**config.mk**
```make
export PLATFORM = sky130hd
export DESIGN_NAME = pixel_thread_dispatcher_flat
export DESIGN_NICKNAME = d
export VERILOG_FILES = /design/src/rtl/pixel_thread_dispatcher_if.sv /design/src/rtl/pixel_thread_dispatcher.sv /design/src/flat_wrapper.sv
export SDC_FILE = /design/constraint.sdc
export NUM_CORES = 1
export LEC_CHECK = 0
export CAP_MARGIN = 20
export CORE_MARGIN = 2
export CORE_UTILIZATION = 49
export DETAILED_ROUTE_END_ITERATION = 10
export PLACE_DENSITY = 0.84
export SYNTH_ARGS = -nofsm -noshare
export SYNTH_HDL_FRONTEND = slang
export SYNTH_SLANG_ARGS = --single-unit
```
**constraint.sdc**
```tcl
create_clock -name clk -period 2.25 [get_ports clk]
set_clock_uncertainty 0.15 [all_clocks]
set_input_delay 0.675 -clock clk [delete_from_list [all_inputs] [get_ports clk]]
set_output_delay 0.675 -clock clk [all_outputs]
set_load 0.01 [all_outputs]
```
**src/rtl/pixel_thread_dispatcher_if.sv**
```systemverilog
// pixel_thread_dispatcher_if
//   Bundles the frame control, region, core back-pressure and pixel output
//   signals of the pixel thread dispatcher.
//   slave  : the dispatcher's view (controls/region/core_full in, pixels out)
//   master : the frame controller / core array view (the opposite directions)
// Signals:
//   start, abort      frame control
//   x0, y0, x1, y1    inclusive pixel region
//   core_full         per-core almost-full
//   out_valid         one-hot FIFO write strobe
//   out_x, out_y      pixel coordinate
//   busy, frame_done  frame status
//   issued_count      pixels issued in the current/last frame
interface pixel_thread_dispatcher_if #(
  parameter int NCORES  = 4,
  parameter int COORD_W = 10
);
  logic                   start;
  logic                   abort;
  logic [COORD_W-1:0]     x0;
  logic [COORD_W-1:0]     y0;
  logic [COORD_W-1:0]     x1;
  logic [COORD_W-1:0]     y1;
  logic [NCORES-1:0]      core_full;
  logic [NCORES-1:0]      out_valid;
  logic [COORD_W-1:0]     out_x;
  logic [COORD_W-1:0]     out_y;
  logic                   busy;
  logic                   frame_done;
  logic [2*COORD_W-1:0]   issued_count;

  modport master (
    output start, abort, x0, y0, x1, y1, core_full,
    input  out_valid, out_x, out_y, busy, frame_done, issued_count
  );

  modport slave (
    input  start, abort, x0, y0, x1, y1, core_full,
    output out_valid, out_x, out_y, busy, frame_done, issued_count
  );
endinterface

```
**src/rtl/pixel_thread_dispatcher.sv**
```systemverilog
// pixel_thread_dispatcher
//   Walks a rectangular pixel region in raster order and hands one pixel per
//   cycle to a set of ray cores, round-robin, respecting each core's
//   almost-full flag. All outputs are registered.
// Ports:
//   clk     single clock, rising edge
//   resetn  asynchronous active-low reset
//   bus     pixel_thread_dispatcher_if.slave (see interface file)
// Parameters:
//   NCORES  number of cores served (1..16)
//   COORD_W coordinate width in bits
// Configuration macro:
//   THREAD_DISPATCH_SKIP_FULL_EN  defined: a full core is skipped and the
//   next not-full core (searching upward from the rr pointer, wrapping) is
//   used. Undefined: strict round-robin, stall until the rr core has room.
module pixel_thread_dispatcher #(
  parameter int NCORES  = 4,
  parameter int COORD_W = 10
) (
  input  logic                     clk,
  input  logic                     resetn,
  pixel_thread_dispatcher_if.slave bus
);

  typedef enum logic [1:0] {IDLE, RUN, DONE} state_t;

  localparam logic [COORD_W-1:0]   ONE_C   = 1;
  localparam logic [2*COORD_W-1:0] ONE_CNT = 1;

  state_t                 r_state;
  logic [COORD_W-1:0]     r_x0;
  logic [COORD_W-1:0]     r_x1;
  logic [COORD_W-1:0]     r_y1;
  logic [COORD_W-1:0]     r_curX;
  logic [COORD_W-1:0]     r_curY;
  logic [COORD_W-1:0]     r_outX;
  logic [COORD_W-1:0]     r_outY;
  logic [NCORES-1:0]      r_outValid;
  logic                   r_frameDone;
  logic [2*COORD_W-1:0]   r_issued;
  logic [3:0]             r_rr;

  logic [15:0]            w_full16;
  logic                   w_found;
  logic [3:0]             w_sel;
  logic [3:0]             w_rrNext;
  logic [NCORES-1:0]      w_onehot;
  logic                   w_lastX;
  logic                   w_lastPix;
`ifdef THREAD_DISPATCH_SKIP_FULL_EN
  logic [4:0]             w_cand;
`endif

  // Pad the full flags to 16 bits; non-existent cores read as full so a
  // 4-bit pointer can index the vector directly.
  assign w_full16 = ~(16'(~bus.core_full));

  // Core selection. In skip mode the loop runs from the farthest offset
  // down to zero so the nearest not-full core (from rr upward) wins.
  always_comb begin
    w_found = 1'b0;
    w_sel   = r_rr;
`ifdef THREAD_DISPATCH_SKIP_FULL_EN
    w_cand  = '0;
    for (int k = NCORES - 1; k >= 0; k--) begin
      w_cand = {1'b0, r_rr} + 5'(k);
      if (w_cand >= 5'(NCORES)) w_cand = w_cand - 5'(NCORES);
      if (!w_full16[w_cand[3:0]]) begin
        w_found = 1'b1;
        w_sel   = w_cand[3:0];
      end
    end
`else
    w_found = !w_full16[r_rr];
`endif
  end

  // One-hot strobe for the selected core and the rr pointer after it.
  always_comb begin
    w_onehot = '0;
    for (int i = 0; i < NCORES; i++) w_onehot[i] = (w_sel == 4'(i));
    w_rrNext = (w_sel == 4'(NCORES - 1)) ? 4'd0 : w_sel + 4'd1;
  end

  // End-of-row / end-of-frame are detected by comparison before any
  // increment, so an all-ones x1/y1 never wraps.
  assign w_lastX   = (r_curX == r_x1);
  assign w_lastPix = w_lastX && (r_curY == r_y1);

  // Frame FSM with registered outputs. Strobes and frame_done default low
  // every cycle so each is a single-cycle pulse.
  always_ff @(posedge clk or negedge resetn) begin
    if (!resetn) begin
      r_state     <= IDLE;
      r_x0        <= '0;
      r_x1        <= '0;
      r_y1        <= '0;
      r_curX      <= '0;
      r_curY      <= '0;
      r_outX      <= '0;
      r_outY      <= '0;
      r_outValid  <= '0;
      r_frameDone <= 1'b0;
      r_issued    <= '0;
      r_rr        <= '0;
    end else begin
      r_outValid  <= '0;
      r_frameDone <= 1'b0;
      case (r_state)
        IDLE: begin
          if (bus.start && !bus.abort) begin
            r_x0     <= bus.x0;
            r_x1     <= bus.x1;
            r_y1     <= bus.y1;
            r_curX   <= bus.x0;
            r_curY   <= bus.y0;
            r_issued <= '0;
            r_rr     <= '0;
            r_state  <= ((bus.x0 > bus.x1) || (bus.y0 > bus.y1)) ? DONE : RUN;
          end
        end
        RUN: begin
          if (bus.abort) begin
            r_state <= IDLE;
          end else if (w_found) begin
            r_outValid <= w_onehot;
            r_outX     <= r_curX;
            r_outY     <= r_curY;
            r_issued   <= r_issued + ONE_CNT;
            r_rr       <= w_rrNext;
            if (w_lastPix) begin
              r_state <= DONE;
            end else if (w_lastX) begin
              r_curX <= r_x0;
              r_curY <= r_curY + ONE_C;
            end else begin
              r_curX <= r_curX + ONE_C;
            end
          end
        end
        DONE: begin
          r_frameDone <= !bus.abort;
          r_state     <= IDLE;
        end
        default: r_state <= IDLE;
      endcase
    end
  end

  assign bus.out_valid    = r_outValid;
  assign bus.out_x        = r_outX;
  assign bus.out_y        = r_outY;
  assign bus.busy         = (r_state == RUN);
  assign bus.frame_done   = r_frameDone;
  assign bus.issued_count = r_issued;

endmodule

```
**src/flat_wrapper.sv**
```systemverilog
// flat-port wrapper written by rule: the top's interface ports become plain ports
module pixel_thread_dispatcher_flat 
#(
  parameter int NCORES  = 4,
  parameter int COORD_W = 10
)
  (clk, resetn, bus_start, bus_abort, bus_x0, bus_y0, bus_x1, bus_y1, bus_core_full, bus_out_valid, bus_out_x, bus_out_y, bus_busy, bus_frame_done, bus_issued_count);
  pixel_thread_dispatcher_if #(.NCORES(NCORES), .COORD_W(COORD_W)) bus_i ();
  input  logic clk;
  input  logic resetn;
  input wire logic [$bits(bus_i.start)-1:0] bus_start;
  input wire logic [$bits(bus_i.abort)-1:0] bus_abort;
  input wire logic [$bits(bus_i.x0)-1:0] bus_x0;
  input wire logic [$bits(bus_i.y0)-1:0] bus_y0;
  input wire logic [$bits(bus_i.x1)-1:0] bus_x1;
  input wire logic [$bits(bus_i.y1)-1:0] bus_y1;
  input wire logic [$bits(bus_i.core_full)-1:0] bus_core_full;
  output wire logic [$bits(bus_i.out_valid)-1:0] bus_out_valid;
  output wire logic [$bits(bus_i.out_x)-1:0] bus_out_x;
  output wire logic [$bits(bus_i.out_y)-1:0] bus_out_y;
  output wire logic [$bits(bus_i.busy)-1:0] bus_busy;
  output wire logic [$bits(bus_i.frame_done)-1:0] bus_frame_done;
  output wire logic [$bits(bus_i.issued_count)-1:0] bus_issued_count;
  assign bus_i.start = bus_start;
  assign bus_i.abort = bus_abort;
  assign bus_i.x0 = bus_x0;
  assign bus_i.y0 = bus_y0;
  assign bus_i.x1 = bus_x1;
  assign bus_i.y1 = bus_y1;
  assign bus_i.core_full = bus_core_full;
  assign bus_out_valid = bus_i.out_valid;
  assign bus_out_x = bus_i.out_x;
  assign bus_out_y = bus_i.out_y;
  assign bus_busy = bus_i.busy;
  assign bus_frame_done = bus_i.frame_done;
  assign bus_issued_count = bus_i.issued_count;
  pixel_thread_dispatcher #(.NCORES(NCORES), .COORD_W(COORD_W)) u_core (.clk(clk), .resetn(resetn), .bus(bus_i));
endmodule
```
# After elaboration in Yosys (flattened, before gate mapping)
# Index checks and enable logic that the tools add are counted.
[word_totals]
regBits = 101
inputBits = 48
[classes]
addsub = 4
reduce_logical = 13
eq_ne = 14
mux = 33
n_lt_le_gt_ge = 3
bitwise_logic = 4
[ops]
columns = ["operator", "n"]
rows = [
  ["$mux W10", 10],
  ["$mux W20", 3],
  ["$pmux W10 S2", 2],
  ["$pmux W20 S2", 1],
  ["$mux W4", 7],
  ["$add A10 B1 Y10 const B", 2],
  ["$add A20 B1 Y20 const B", 1],
  ["$eq A10 B10 Y1", 2],
  ["$gt A10 B10 Y1", 2],
  ["$not A16 Y16", 1],
  ["$not A4 Y16", 1],
  ["$mux W2", 5],
  ["$eq A4 B2 Y1 const B", 2],
  ["$pmux W4 S2", 1],
  ["$ne A2 B2 Y1 const B", 3],
  ["$reduce_and A3 Y1", 2],
  ["$reduce_and A6 Y1", 1],
  ["$lt A4 B5 Y1 const B", 1],
  ["$reduce_and A5 Y1", 1],
  ["$add A4 B1 Y4 const B", 1],
  ["$bmux W1 S4", 1],
  ["$eq A4 B1 Y1 const B", 1],
  ["$logic_not A4 Y1", 1],
  ["$ne A2 B1 Y1 const B", 2],
  ["other kinds (14)", 17],
]

# Depth between registers and ports, before layout
[depth]
depth_word = 7
ltp_mapped = 7

# Least setup slack after synthesis
# Ideal clock, no wire load.
[synth_path]
path_kind = "in2reg"
from = "input port bus_core_full[3]"
to = "register u_core.r_curX[1]"
setup_time_ns = 0.125
path_slack_ns = -0.188
arrival_time_ns = 2.163
stages = 5
n_path_buf = 0
t_required_ns = 1.975
cell_sequence = "mux4_2 a21oi_2 nor2_1 a21oi_4 mux2_2"
[synth_via]
elab_chain_len = 6
[synth_rtl]
columns = ["item", "line_no", "source"]
rows = [
  ["start, declared", "flat_wrapper.sv:17", "input wire logic [$bits(bus_i.core_full)-1:0] bus_core_full;"],
  ["$not A4 Y16", "pixel_thread_dispatcher.sv:56", "assign w_full16 = ~(16'(~bus.core_full));"],
  ["$not A16 Y16", "pixel_thread_dispatcher.sv:56", ""],
  ["$bmux W1 S4", "pixel_thread_dispatcher.sv:74", "w_found = !w_full16[r_rr];"],
  ["$mux W1 (not written as such)", "pixel_thread_dispatcher.sv:74", ""],
  ["$ne A2 B2 Y1 (no line)", "n/a", ""],
  ["$reduce_and A5 Y1 (no line)", "n/a", ""],
  ["end signal, assigned", "pixel_thread_dispatcher.sv:115", "r_curX <= bus.x0;"],
  ["end signal, assigned", "pixel_thread_dispatcher.sv:134", "r_curX <= r_x0;"],
  ["end signal, assigned", "pixel_thread_dispatcher.sv:137", "r_curX <= r_curX + ONE_C;"],
  ["end, declared", "pixel_thread_dispatcher.sv:34", "logic [COORD_W-1:0] r_curX;"],
]
# Every way passes these cells. The select of a mux whose other input is x is not followed.
# A chain may end at the register's enable or synchronous reset.

# Worst setup path after layout
[layout_path]
from = "register u_core.r_x1[9]"
to = "register u_core.r_curX[3]"
[layout_via]
elab_chain_len = 6
elab_cells_between_ends = 9
classes_between = "eq/ne (2); mux (5); reduce/logical (2)"
[layout_rtl]
columns = ["item", "line_no", "source"]
rows = [
  ["start, declared", "pixel_thread_dispatcher.sv:32", "logic [COORD_W-1:0] r_x1;"],
  ["start signal, assigned", "pixel_thread_dispatcher.sv:113", "r_x1 <= bus.x1;"],
  ["$eq A10 B10 Y1 (*)", "pixel_thread_dispatcher.sv:87", "assign w_lastX = (r_curX == r_x1);"],
  ["$mux W10", "pixel_thread_dispatcher.sv:133", "end else if (w_lastX) begin"],
  ["$mux W10", "pixel_thread_dispatcher.sv:131", "if (w_lastPix) begin"],
  ["$mux W10", "pixel_thread_dispatcher.sv:125", "end else if (w_found) begin"],
  ["$mux W10", "pixel_thread_dispatcher.sv:123", "if (bus.abort) begin"],
  ["$pmux W10 S2", "pixel_thread_dispatcher.sv:109", "case (r_state)"],
]
# Every way passes the cells marked *; elsewhere a longest branch is shown, timed or not. The select of a mux whose other input is x is not followed.

==> results.py <==
metrics = {
    "clock_tree": {
        "clk_root_buffer_cell": "clkbuf_16",
        "hold_buffers": 0,
        "cts_htree_levels": 3,
        "numCtsBuffers": 9,
        "insertion_delay_ns": 0.36,
        "clock-sinks": 101,
        "clk_pin_slew_ns": 0.07,
        "cts_tree": "yes",
        "clockBufferDepth": 2,
    },
    "sta": {
        "min_period_over_period": 1.05,
        "tightest_slew_ns": 0.435,
        "slew_headroom": 0.710,
        "final_max_slew_viol_count": 0,
        "fmax_ghz": 0.423,
        "setup_ws_ns": -0.112,
        "hold_violations": 0,
        "finalCriticalPeriod_ns": 2.36,
        "finalSetupViolations": 18,
        "fin_setup_tns_ns": -0.763,
        "grt_setup_unrepaired": "true",
    },
    "synthesis": {
        "synthTopCellsByArea": "dfrtp_1 (44%), nand2_1 (9.0%), ha_1 (5.9%)",
        "synthMostInstantiatedCell": "nand2_1",
        "yosysTopAreaCell": "dfrtp_1",
        "yosysSeqAreaShare": 0.444,
        "synth_cells": 624,
        "ys_warn_count": 0,
        "synthArstFlopShare": 1.00,
        "syn_avg_cell_area_um2": 9.12,
        "synthTopCellsByCount": "nand2_1 (137), dfrtp_1 (101), o21ai_0 (38), inv_1 (34), ha_1 (27)",
        "synth_seq_cells": 101,
        "synth_edf_count": 0,
        "yosysUniqueCellTypes": 67,
        "syn_area_um2": 5690,
        "synthFlopType": "dfrtp_1",
        "synth_nets": 699,
        "synth_top_area_share": 0.444,
    },
    "route": {
        "drc_errors": 0,
        "routed_wl_mm": 18.5,
        "final_antenna_net_count": 0,
        "wl_per_cell_um": 19.1,
        "viasPerCell": 5.99,
        "vias": 5799,
        "drt-initial-drc-count": 805,
        "drt_first_pass_iters": 6,
    },
    "power_and_ir_drop": {
        "p_switching_mw": 2.80,
        "switching_share": 0.374,
        "ir_worst_vdd_uv": 556,
        "seq_power_share": 0.365,
        "leakagePower_nw": 3.79,
        "clkPwrFrac": 0.219,
        "p_comb_frac": 0.415,
        "intPower_mw": 4.68,
        "total_power_mw": 7.49,
        "p_per_area_nw_per_um2": 891,
    },
    "job": {
        "cap_violations": 0,
    },
    "critical_path": {
        "path_max_fanout": 6,
        "worstSetupPathType": "reg2reg",
        "cp.required_ns": 2.34,
        "cp-end-kind": "flip-flop",
        "arrival_ns": 2.46,
        "reg2reg_from": "u_core.r_x1[9]$_DFFE_PN0P_",
        "cp-startpoint": "u_core.r_x1[9]$_DFFE_PN0P_",
        "startpoint_type": "flip-flop",
        "rrSetupSlack_ns": -0.11,
    },
    "final_layout": {
        "area.growth.synth_to_final_pct": 47.7,
        "layout-drive-gt1-share": 0.302,
        "diodes": 0,
        "finish.utilization": 0.739,
        "layout.nets": 895,
    },
    "floorplanning": {
        "initial_utilization": 0.500,
        "die_w_um": 112,
        "row_count": 39,
        "dieArea_um2": 12500,
        "fp.dieH_um": 112,
        "core-area_um2": 11400,
        "num_io_pins": 94,
    },
    "global_route": {
        "first_global_vias": 5837,
        "antenna_found_initial": 0,
        "grt_max_degree": 68,
        "grt_overflow": 0,
        "grt_pass1_wl_mm": 29.1,
        "gr-usage-all-layers": 0.289,
    },
    "placement": {
        "pre_cts_ws_ns": -0.965,
        "dpl.hpwl_mm": 12.0,
        "io_buffers": 93,
        "place.gp.congestion": 0.938,
    },
    "min_path": {
        "holdCritPathClass": "in2async",
    },
    "run_status": {
        "status": "finished with violations",
        "violations": "negative setup slack",
    },
}
[flip-flops by register name, indices dropped and copies added (netlist names)]
signal and count:
u_core.bus.issued_count 20, u_core.r_x0 10, u_core.r_rr 4, u_core.bus.out_x 10, u_core.r_x1 10, u_core.r_curY 10, u_core.bus.frame_done 1, u_core.r_y1 10
u_core.r_state 2, u_core.bus.out_y 10, u_core.r_curX 10, u_core.bus.out_valid 4
[layer usage]
layer	track usage	part of all wire	wire length, um	vias up
met3	0.0659	0.084	1560	71
met2	0.476	0.48	8920	339
met4	0.114	0.034	628	0
met5	0	0	0	-
li1	-	-	-	2610
met1	0.373	0.40	7400	2779
[power by group through the flow]
stage	Clock (mW)	Sequential, mW	Combinational (mW)
after floorplan	0	2.72	1.40
after global placement	0	2.70	2.61
after detailed placement	0	2.72	2.71
after CTS	1.63	2.70	2.90
after global routing	1.72	2.78	3.35
final	1.64	2.74	3.11
[per-stage QoR]
step | instances | hold WS [ns] | instance area (um^2)
final | 968 | 0.155 | 8400
after global placement | 928 | 0.311 | 7460
after CTS | 965 | 0.188 | 8210
after floorplan | 624 | 0.229 | 5710
after detailed placement | 928 | 0.316 | 7460
after global routing | 968 | 0.209 | 8400
[what timing repair did]
| action | in CTS | in global routing |
|---|---|---|
| gates resized for setup | 118 | 38 |
| setup endpoints to repair | 76 | 31 |
| endpoints found under the hold margin | 0 | 0 |
| setup buffers | 21 | 3 |
| pin swaps | 46 | 22 |
| gates cloned | 1 | 0 |
[final cells by class]
| type | count | area, um^2 |
|---|---|---|
| inverter | 35 | 131 |
| timing repair buffer | 220 | 1880 |
| tap | 143 | 179 |
| fill | 758 | 2970 |
| sequential | 101 | 2530 |
| clock buffer | 10 | 239 |
| clock inverter | 6 | 70.1 |
| multi-input combinational | 453 | 3370 |
[worst paths after layout]
kind	end	cells after the start
max reg2reg	u_core.r_curX[3]$_DFFE_PN0P_	6
min reg2reg	u_core.bus.out_y[4]$_DFFE_PN0P_	2
max	u_core.r_curX[3]$_DFFE_PN0P_	6
min in group clk	u_core.bus.out_y[4]$_DFFE_PN0P_	2
max in group asynchronous	u_core.bus.issued_count[3]$_DFFE_PN0P_	2
min	u_core.bus.issued_count[9]$_DFFE_PN0P_	2
[cells in the final DEF, fill, tap and decap left out, types with 4 or more instances in the layout]
cell / count
nand2_1: 136
buf_4: 119
dfrtp_1: 97
clkdlybuf4s50_1: 53
dlygate4sd2_1: 32
o21ai_0: 31
nor2_1: 19
xor2_1: 19
inv_1: 18
inv_2: 17
nand3_1: 15
xnor2_1: 15
ha_4: 15
a21oi_1: 13
nand4_1: 13
ha_1: 11
a21oi_2: 10
clkbuf_16: 9
nor4_1: 8
nor3_1: 8
buf_6: 8
nor4_2: 7
and3_1: 6
o31ai_1: 6
or3_1: 6
o22ai_1: 6
a21o_1: 5
o211ai_1: 5
o21ai_1: 5
a221oi_1: 4
o22a_1: 4
a31oi_1: 4
o2111ai_1: 4
buf_2: 4
dfrtp_2: 4
[cells by family after synthesis]
| family | after synthesis | synth area share |
|---|---|---|
| adder cells (fa/ha/maj) | 27 | 0.0594 |
| AO/OA/AOI/OAI | 130 | 0.156 |
| multiplexers | 7 | 0.0152 |
| buffers and inverters | 71 | 0.0521 |
| flip-flops | 101 | 0.444 |
| XOR/XNOR | 35 | 0.0552 |
| AND/OR/NAND/NOR | 253 | 0.218 |
[worst max-delay path, cell delays in order (launching register included)]
cell	delay, ns
dfrtp_1	0.42
xor2_1	0.20
or4_4	0.62
nor4_4	0.37
a21oi_4	0.13
buf_6	0.15
o22a_1	0.20
Note: power is estimated with default switching activity, not from simulation.
